[src/rtl/uart_cmd_decoder_if.sv]
// rtl/uart_cmd_decoder_if.sv - RX byte, TX handshake and counter control bundle for uart_cmd_decoder
interface uart_cmd_decoder_if;
  logic [7:0] rx_data;
  logic       rx_done;
  logic       tx_busy;
  logic       tx_start;
  logic [7:0] tx_data;
  logic       o_run;
  logic       o_mode;
  logic       o_clear;
  logic       o_err;
  logic       o_overrun;

  // master is the decoder; slave is the UART and counter side around it
  modport master (
    input  rx_data, rx_done, tx_busy,
    output tx_start, tx_data, o_run, o_mode, o_clear, o_err, o_overrun
  );

  modport slave (
    output rx_data, rx_done, tx_busy,
    input  tx_start, tx_data, o_run, o_mode, o_clear, o_err, o_overrun
  );
endinterface

[src/rtl/uart_cmd_decoder.sv]
// rtl/uart_cmd_decoder.sv - ASCII command decoder driving counter control, with echo and a one-byte hold register
module uart_cmd_decoder #(
  parameter bit         ECHO_EN  = 1'b1,
  parameter logic [7:0] ERR_CHAR = 8'h3F
) (
  input  logic                clk,
  input  logic                rst,
  uart_cmd_decoder_if.master  bus
);

  typedef enum logic [1:0] {IDLE, DECODE, WAIT_TX, SEND} state_t;

  state_t     state, state_next;
  logic       hold_full;
  logic [7:0] hold_data, work_data, echo_data;
  logic       run_q, mode_q, clear_q, err_q, overrun_q, tx_start_q;
  logic [7:0] tx_data_q;
  logic       take_hold, take_rx, store_rx, drop_rx;
  logic       is_run, is_stop, is_clear, is_mode, is_cmd;

  always_comb begin
    is_run   = (work_data == 8'h52) || (work_data == 8'h72);
    is_stop  = (work_data == 8'h53) || (work_data == 8'h73);
    is_clear = (work_data == 8'h43) || (work_data == 8'h63);
    is_mode  = (work_data == 8'h4D) || (work_data == 8'h6D);
    is_cmd   = is_run || is_stop || is_clear || is_mode;
  end

  always_comb begin
    state_next = state;
    take_hold  = 1'b0;
    take_rx    = 1'b0;
    store_rx   = 1'b0;
    drop_rx    = 1'b0;
    case (state)
      IDLE: begin
        // A held byte is older than a same-cycle arrival, which refills the slot
        if (hold_full) begin
          take_hold  = 1'b1;
          store_rx   = bus.rx_done;
          state_next = DECODE;
        end else if (bus.rx_done) begin
          take_rx    = 1'b1;
          state_next = DECODE;
        end
      end
      DECODE:  state_next = ECHO_EN ? WAIT_TX : IDLE;
      WAIT_TX: if (!bus.tx_busy) state_next = SEND;
      SEND:    state_next = IDLE;
      default: state_next = IDLE;
    endcase
    if (state != IDLE && bus.rx_done) begin
      if (hold_full) drop_rx  = 1'b1;
      else           store_rx = 1'b1;
    end
  end

  always_ff @(posedge clk) begin
    if (rst) begin
      state      <= IDLE;
      hold_full  <= 1'b0;
      hold_data  <= 8'h00;
      work_data  <= 8'h00;
      echo_data  <= 8'h00;
      run_q      <= 1'b0;
      mode_q     <= 1'b0;
      clear_q    <= 1'b0;
      err_q      <= 1'b0;
      overrun_q  <= 1'b0;
      tx_start_q <= 1'b0;
      tx_data_q  <= 8'h00;
    end else begin
      state      <= state_next;
      clear_q    <= 1'b0;
      err_q      <= 1'b0;
      overrun_q  <= drop_rx;
      tx_start_q <= 1'b0;

      if (take_hold) work_data <= hold_data;
      if (take_rx)   work_data <= bus.rx_data;

      if (store_rx) begin
        hold_data <= bus.rx_data;
        hold_full <= 1'b1;
      end else if (take_hold) begin
        hold_full <= 1'b0;
      end

      if (state == DECODE) begin
        if (is_run)  run_q  <= ~run_q;
        if (is_stop) run_q  <= 1'b0;
        if (is_mode) mode_q <= ~mode_q;
        clear_q   <= is_clear;
        err_q     <= ~is_cmd;
        echo_data <= is_cmd ? work_data : ERR_CHAR;
      end

      // Registered so the strobe coincides with the SEND cycle
      if (state_next == SEND) begin
        tx_start_q <= 1'b1;
        tx_data_q  <= echo_data;
      end
    end
  end

  assign bus.o_run     = run_q;
  assign bus.o_mode    = mode_q;
  assign bus.o_clear   = clear_q;
  assign bus.o_err     = err_q;
  assign bus.o_overrun = overrun_q;
  assign bus.tx_start  = tx_start_q;
  assign bus.tx_data   = tx_data_q;

endmodule
[src/flat_wrapper.sv]
// flat-port wrapper written by rule: the top's interface ports become plain ports
module uart_cmd_decoder_flat 
#(
  parameter bit         ECHO_EN  = 1'b1,
  parameter logic [7:0] ERR_CHAR = 8'h3F
)
  (clk, rst, bus_rx_data, bus_rx_done, bus_tx_busy, bus_tx_start, bus_tx_data, bus_o_run, bus_o_mode, bus_o_clear, bus_o_err, bus_o_overrun);
  uart_cmd_decoder_if bus_i ();
  input  logic clk;
  input  logic rst;
  input wire logic [$bits(bus_i.rx_data)-1:0] bus_rx_data;
  input wire logic [$bits(bus_i.rx_done)-1:0] bus_rx_done;
  input wire logic [$bits(bus_i.tx_busy)-1:0] bus_tx_busy;
  output wire logic [$bits(bus_i.tx_start)-1:0] bus_tx_start;
  output wire logic [$bits(bus_i.tx_data)-1:0] bus_tx_data;
  output wire logic [$bits(bus_i.o_run)-1:0] bus_o_run;
  output wire logic [$bits(bus_i.o_mode)-1:0] bus_o_mode;
  output wire logic [$bits(bus_i.o_clear)-1:0] bus_o_clear;
  output wire logic [$bits(bus_i.o_err)-1:0] bus_o_err;
  output wire logic [$bits(bus_i.o_overrun)-1:0] bus_o_overrun;
  assign bus_i.rx_data = bus_rx_data;
  assign bus_i.rx_done = bus_rx_done;
  assign bus_i.tx_busy = bus_tx_busy;
  assign bus_tx_start = bus_i.tx_start;
  assign bus_tx_data = bus_i.tx_data;
  assign bus_o_run = bus_i.o_run;
  assign bus_o_mode = bus_i.o_mode;
  assign bus_o_clear = bus_i.o_clear;
  assign bus_o_err = bus_i.o_err;
  assign bus_o_overrun = bus_i.o_overrun;
  uart_cmd_decoder #(.ECHO_EN(ECHO_EN), .ERR_CHAR(ERR_CHAR)) u_core (.clk(clk), .rst(rst), .bus(bus_i));
endmodule
[config.mk]
export PLATFORM = sky130hd
export DESIGN_NAME = uart_cmd_decoder_flat
export DESIGN_NICKNAME = d
export VERILOG_FILES = /design/src/rtl/uart_cmd_decoder_if.sv /design/src/rtl/uart_cmd_decoder.sv /design/src/flat_wrapper.sv
export SDC_FILE = /design/constraint.sdc
export NUM_CORES = 1
export LEC_CHECK = 0
export BUFFER_PORTS_ARGS = -buffer_cell sky130_fd_sc_hd__buf_2
export CAP_MARGIN = 15
export CORE_MARGIN = 1.5
export CORE_UTILIZATION = 40
export DETAILED_ROUTE_END_ITERATION = 12
export PLACE_DENSITY = 0.69
export SETUP_SLACK_MARGIN = 0.05
export SLEW_MARGIN = 20
export SYNTH_ARGS = -nofsm -noshare
export SYNTH_HDL_FRONTEND = slang
export SYNTH_SLANG_ARGS = --single-unit
export TNS_END_PERCENT = 20
[constraint.sdc]
create_clock -name clk -period 2.8 [get_ports clk]
set_input_delay 0.28 -clock clk [delete_from_list [all_inputs] [get_ports clk]]
set_output_delay 0.28 -clock clk [all_outputs]
set_load 0.005 [all_outputs]
==> impl_metrics.yaml <==
run_status:
  status: "complete, no violations"
setup_path:
  cp_slowest_cell: "ha_1"
  arrival_ps: 2070
  path_max_fanout: 18
  startpoint_type: "flop"
  timing.rr.end: "u_core.bus.tx_data[1]"
  cp-end-kind: "flop"
  critPathMaxStageDelay_ps: 580
  worstRegToRegCells: 7
  required_ps: 2990
  r2r_slack_ps: 910
  reg2reg_from: "u_core.state[0]"
  setup.worst_path.class: "flop to flop"
  cp_cell_sequence: "inv_1 -> ha_1 -> inv_2 -> nor4_1 -> nor3b_1 -> buf_4 -> mux2i_1"
synth:
  synth-edff-count: 0
  ys_seq_area_share_pct: 46.69
  ys.flop_type: "dfxtp_1"
  synth_compound_area_share_pct: 8.683
  synth_cell_type_count: 35
  synth-async-reset-ratio_pct: 0
  syn_avg_cell_area_um2: 8.746
  syn_area_um2: 1758
  synth_fa_ha_area_share_pct: 2.135
  synth.net_count: 216
  synth_cells: 201
  synthMuxAreaShare_pct: 9.680
  yosys.area_share.simple_pct: 24.98
  yosysWarnings: 0
  synth_xor_area_share_pct: 0.9964
  synth_top_family_by_area: "simple AND/OR/NAND/NOR gates"
  ys_ff_latch: 41
pwr:
  vdd_drop_max_v: 0.0004005
  power.total_mw: 2.037
  cellPowerDensity_nw_per_um2: 1035
  power_leakage_nw: 0.9184
sta:
  layout_min_cycle_time_ps: 1886
  fin_crit_sh_pct: 67.37
  rsz0062_at_grt: "no"
  max_slew_margin_pct: 56.40
  setup_tns_ps: 0
  clock.fmax_ghz: 0.5301
  fin_skew_ps: 6.463
  worst_pin_slew_ps: 654.0
  final_max_slew_viol_count: 0
  fin_ws_ps: 913.5
  hold_viol: 0
  final-setup-viol-count: 0
final_layout:
  diodes: 0
  multiInputGateArea_um2: 817.0
  syn_to_final_growth_pct: 11.96
  drive_above_1_share_pct: 19.20
  fin_nets: 238
  seq_area_um2: 820.8
  stdcell_count: 274
  utilization_pct: 47.83
  fillers: 417
floorplan:
  dieArea_um2: 4802
  ioPinCount: 26
  num_rows: 23
  fp.dieW_um: 69.30
  fp.dieH_um: 69.30
  initial_core_util_pct: 42.72
  core_um2: 4115
global_route:
  grt_start_max_net_pins: 31
  antenna_found_initial: 0
  grt_usage_pct: 14.63
  grt-ovfl-total: 0
  grt_pass1_vias: 1289
  grt_pass1_wl_um: 5644
drt:
  first_iter_violations: 79
  wirelength_um: 3303
  ant_nets: 0
  via_per_inst: 4.993
  via_count: 1368
  first_pass_iters: 4
  wire_per_inst_um: 12.05
  drcViolationCount: 0
clocking:
  insertion_delay_ps: 290
  cts_tree: "done"
  numCtsBuffers: 5
  cts_max_level: 2
  cts_root_buffer: "clkbuf_8"
  clock_path_buffers: 2
  cts_setup_buffers: 0
  cts.sink_count: 41
  cts_resized: 0
  path_clk_slew_ps: 80
  cts_hold_buf: 0
worst_hold_path:
  min_delay_path_depth: 3
  hp-class: "input pin to flop"
  worstHoldStart: "bus_rx_data[6]"
  min_to: "u_core.hold_data[6]"
placement:
  place_congestion: 0.7710
  post-place-ws_ps: 906.0
  io_buffers: 25
  dp_hpwl_um: 2226
  dpl.cell_count: 266
job:
  drv_cap: 0
==> cell usage after synthesis (3+ instances only) <==
| master | n | share of area (%) |
|---|---|---|
| ha_1 | 3 | 2.1 |
| clkbuf_1 | 5 | 1.1 |
| nor3b_1 | 5 | 2.1 |
| nor2b_1 | 3 | 1.1 |
| buf_4 | 4 | 1.7 |
| and2b_2 | 3 | 1.5 |
| mux2i_1 | 17 | 9.7 |
| inv_1 | 12 | 2.6 |
| nor2_1 | 46 | 9.8 |
| a21oi_1 | 3 | 0.85 |
| dfxtp_1 | 41 | 47 |
| a31oi_1 | 8 | 2.8 |
| nor4_1 | 7 | 2.5 |
| nand2_1 | 19 | 4.1 |
==> report_power, final <==
part / internal [mW] / total (mW) / switching (mW)
clock network: 0.173 / 0.373 / 0.200
logic: 0.355 / 0.787 / 0.432
registers: 0.749 / 0.877 / 0.127
==> layout make-up <==
class,count,area share (%)
clock buffer,6,3.687
sequential,41,41.70
clock inverter,2,0.5086
tap,50,3.179
timing repair buffer,26,6.739
multi-input combinational,135,41.51
inverter,14,2.670
==> worst max-delay path: cells and delay by family (launching register included) <==
kind | cells | cell delay (ps)
DFF | 1 | 330
buffers and inverters | 3 | 400
and+or+nand+nor | 2 | 340
muxes | 1 | 120
adders and majority gates | 1 | 580
==> worst max-delay path by stage <==
stage	from	endpoint	cells past startpoint
after global placement	u_core.state[0]	u_core.bus.tx_data[7]	7
after CTS	u_core.state[0]	u_core.bus.tx_data[1]	7
final	u_core.state[0]	u_core.bus.tx_data[1]	7
after global routing	u_core.state[0]	u_core.bus.tx_data[7]	7
after detailed placement	u_core.state[0]	u_core.bus.tx_data[0]	7
after floorplan	u_core.state[0]	u_core.bus.tx_data[0]	8
==> per-layer routing <==
layer  GRT usage [%]  part of all wire [%]  up-vias
li1                -                     -      717
met1           18.58                    53      621
met2           22.44                    41       25
met3           4.506                   4.1        5
met4           7.190                   1.7        0
met5               0                     0        -
==> cell usage in the layout (no fill, tap or decap) <==
cell / instances
inv_2: 1
clkinv_1: 1
o221a_2: 2
clkinv_2: 2
nand2_1: 19
nor2b_1: 3
nand4_2: 1
inv_1: 12
o211a_1: 1
a31oi_1: 8
dfxtp_1: 41
nand3_1: 1
o21ai_0: 1
ha_1: 3
clkbuf_1: 1
nor3b_1: 5
and2b_2: 3
a2111oi_0: 2
nor4bb_1: 1
and3b_2: 1
nand4_1: 1
a311oi_1: 2
nand2b_1: 1
clkbuf_8: 5
or2_2: 1
a21oi_1: 3
a211oi_1: 2
xor2_1: 1
buf_2: 25
or3_1: 1
mux2i_1: 17
buf_4: 1
xnor2_1: 1
nor2_1: 46
nand2_2: 1
nor4_1: 7
==> through the flow <==
stage / hold WS [ps] / cell area, µm²
2_1_floorplan: 359.1 / 1758
3_3_place_gp: 436.5 / 1886
3_5_place_dp: 440.7 / 1886
4_1_cts: 229.7 / 1968
5_1_grt: 239.9 / 1968
6_report: 228.1 / 1968
==> logic make-up (layout without fill, tap and decap cells) <==
group,count (synthesis),after routing
AO/OA/AOI/OAI,21,21
multiplexers,17,17
XOR/XNOR,2,2
flip-flops,41,41
buffers and inverters,25,48
AND/OR/NAND/NOR,92,92
adder cells (fa/ha/maj),3,3
==> registers in the layout, summed over array words and instances (netlist names) <==
signal / cells
u_core.bus.tx_data: 8
u_core.echo_data: 8
u_core.hold_data: 8
u_core.work_data: 8
u_core.state: 2
u_core.bus.o_clear: 1
u_core.bus.o_err: 1
u_core.bus.o_mode: 1
u_core.bus.o_overrun: 1
u_core.bus.o_run: 1
u_core.bus.tx_start: 1
u_core.hold_full: 1
No activity file was read; power rests on OpenSTA's default activity.
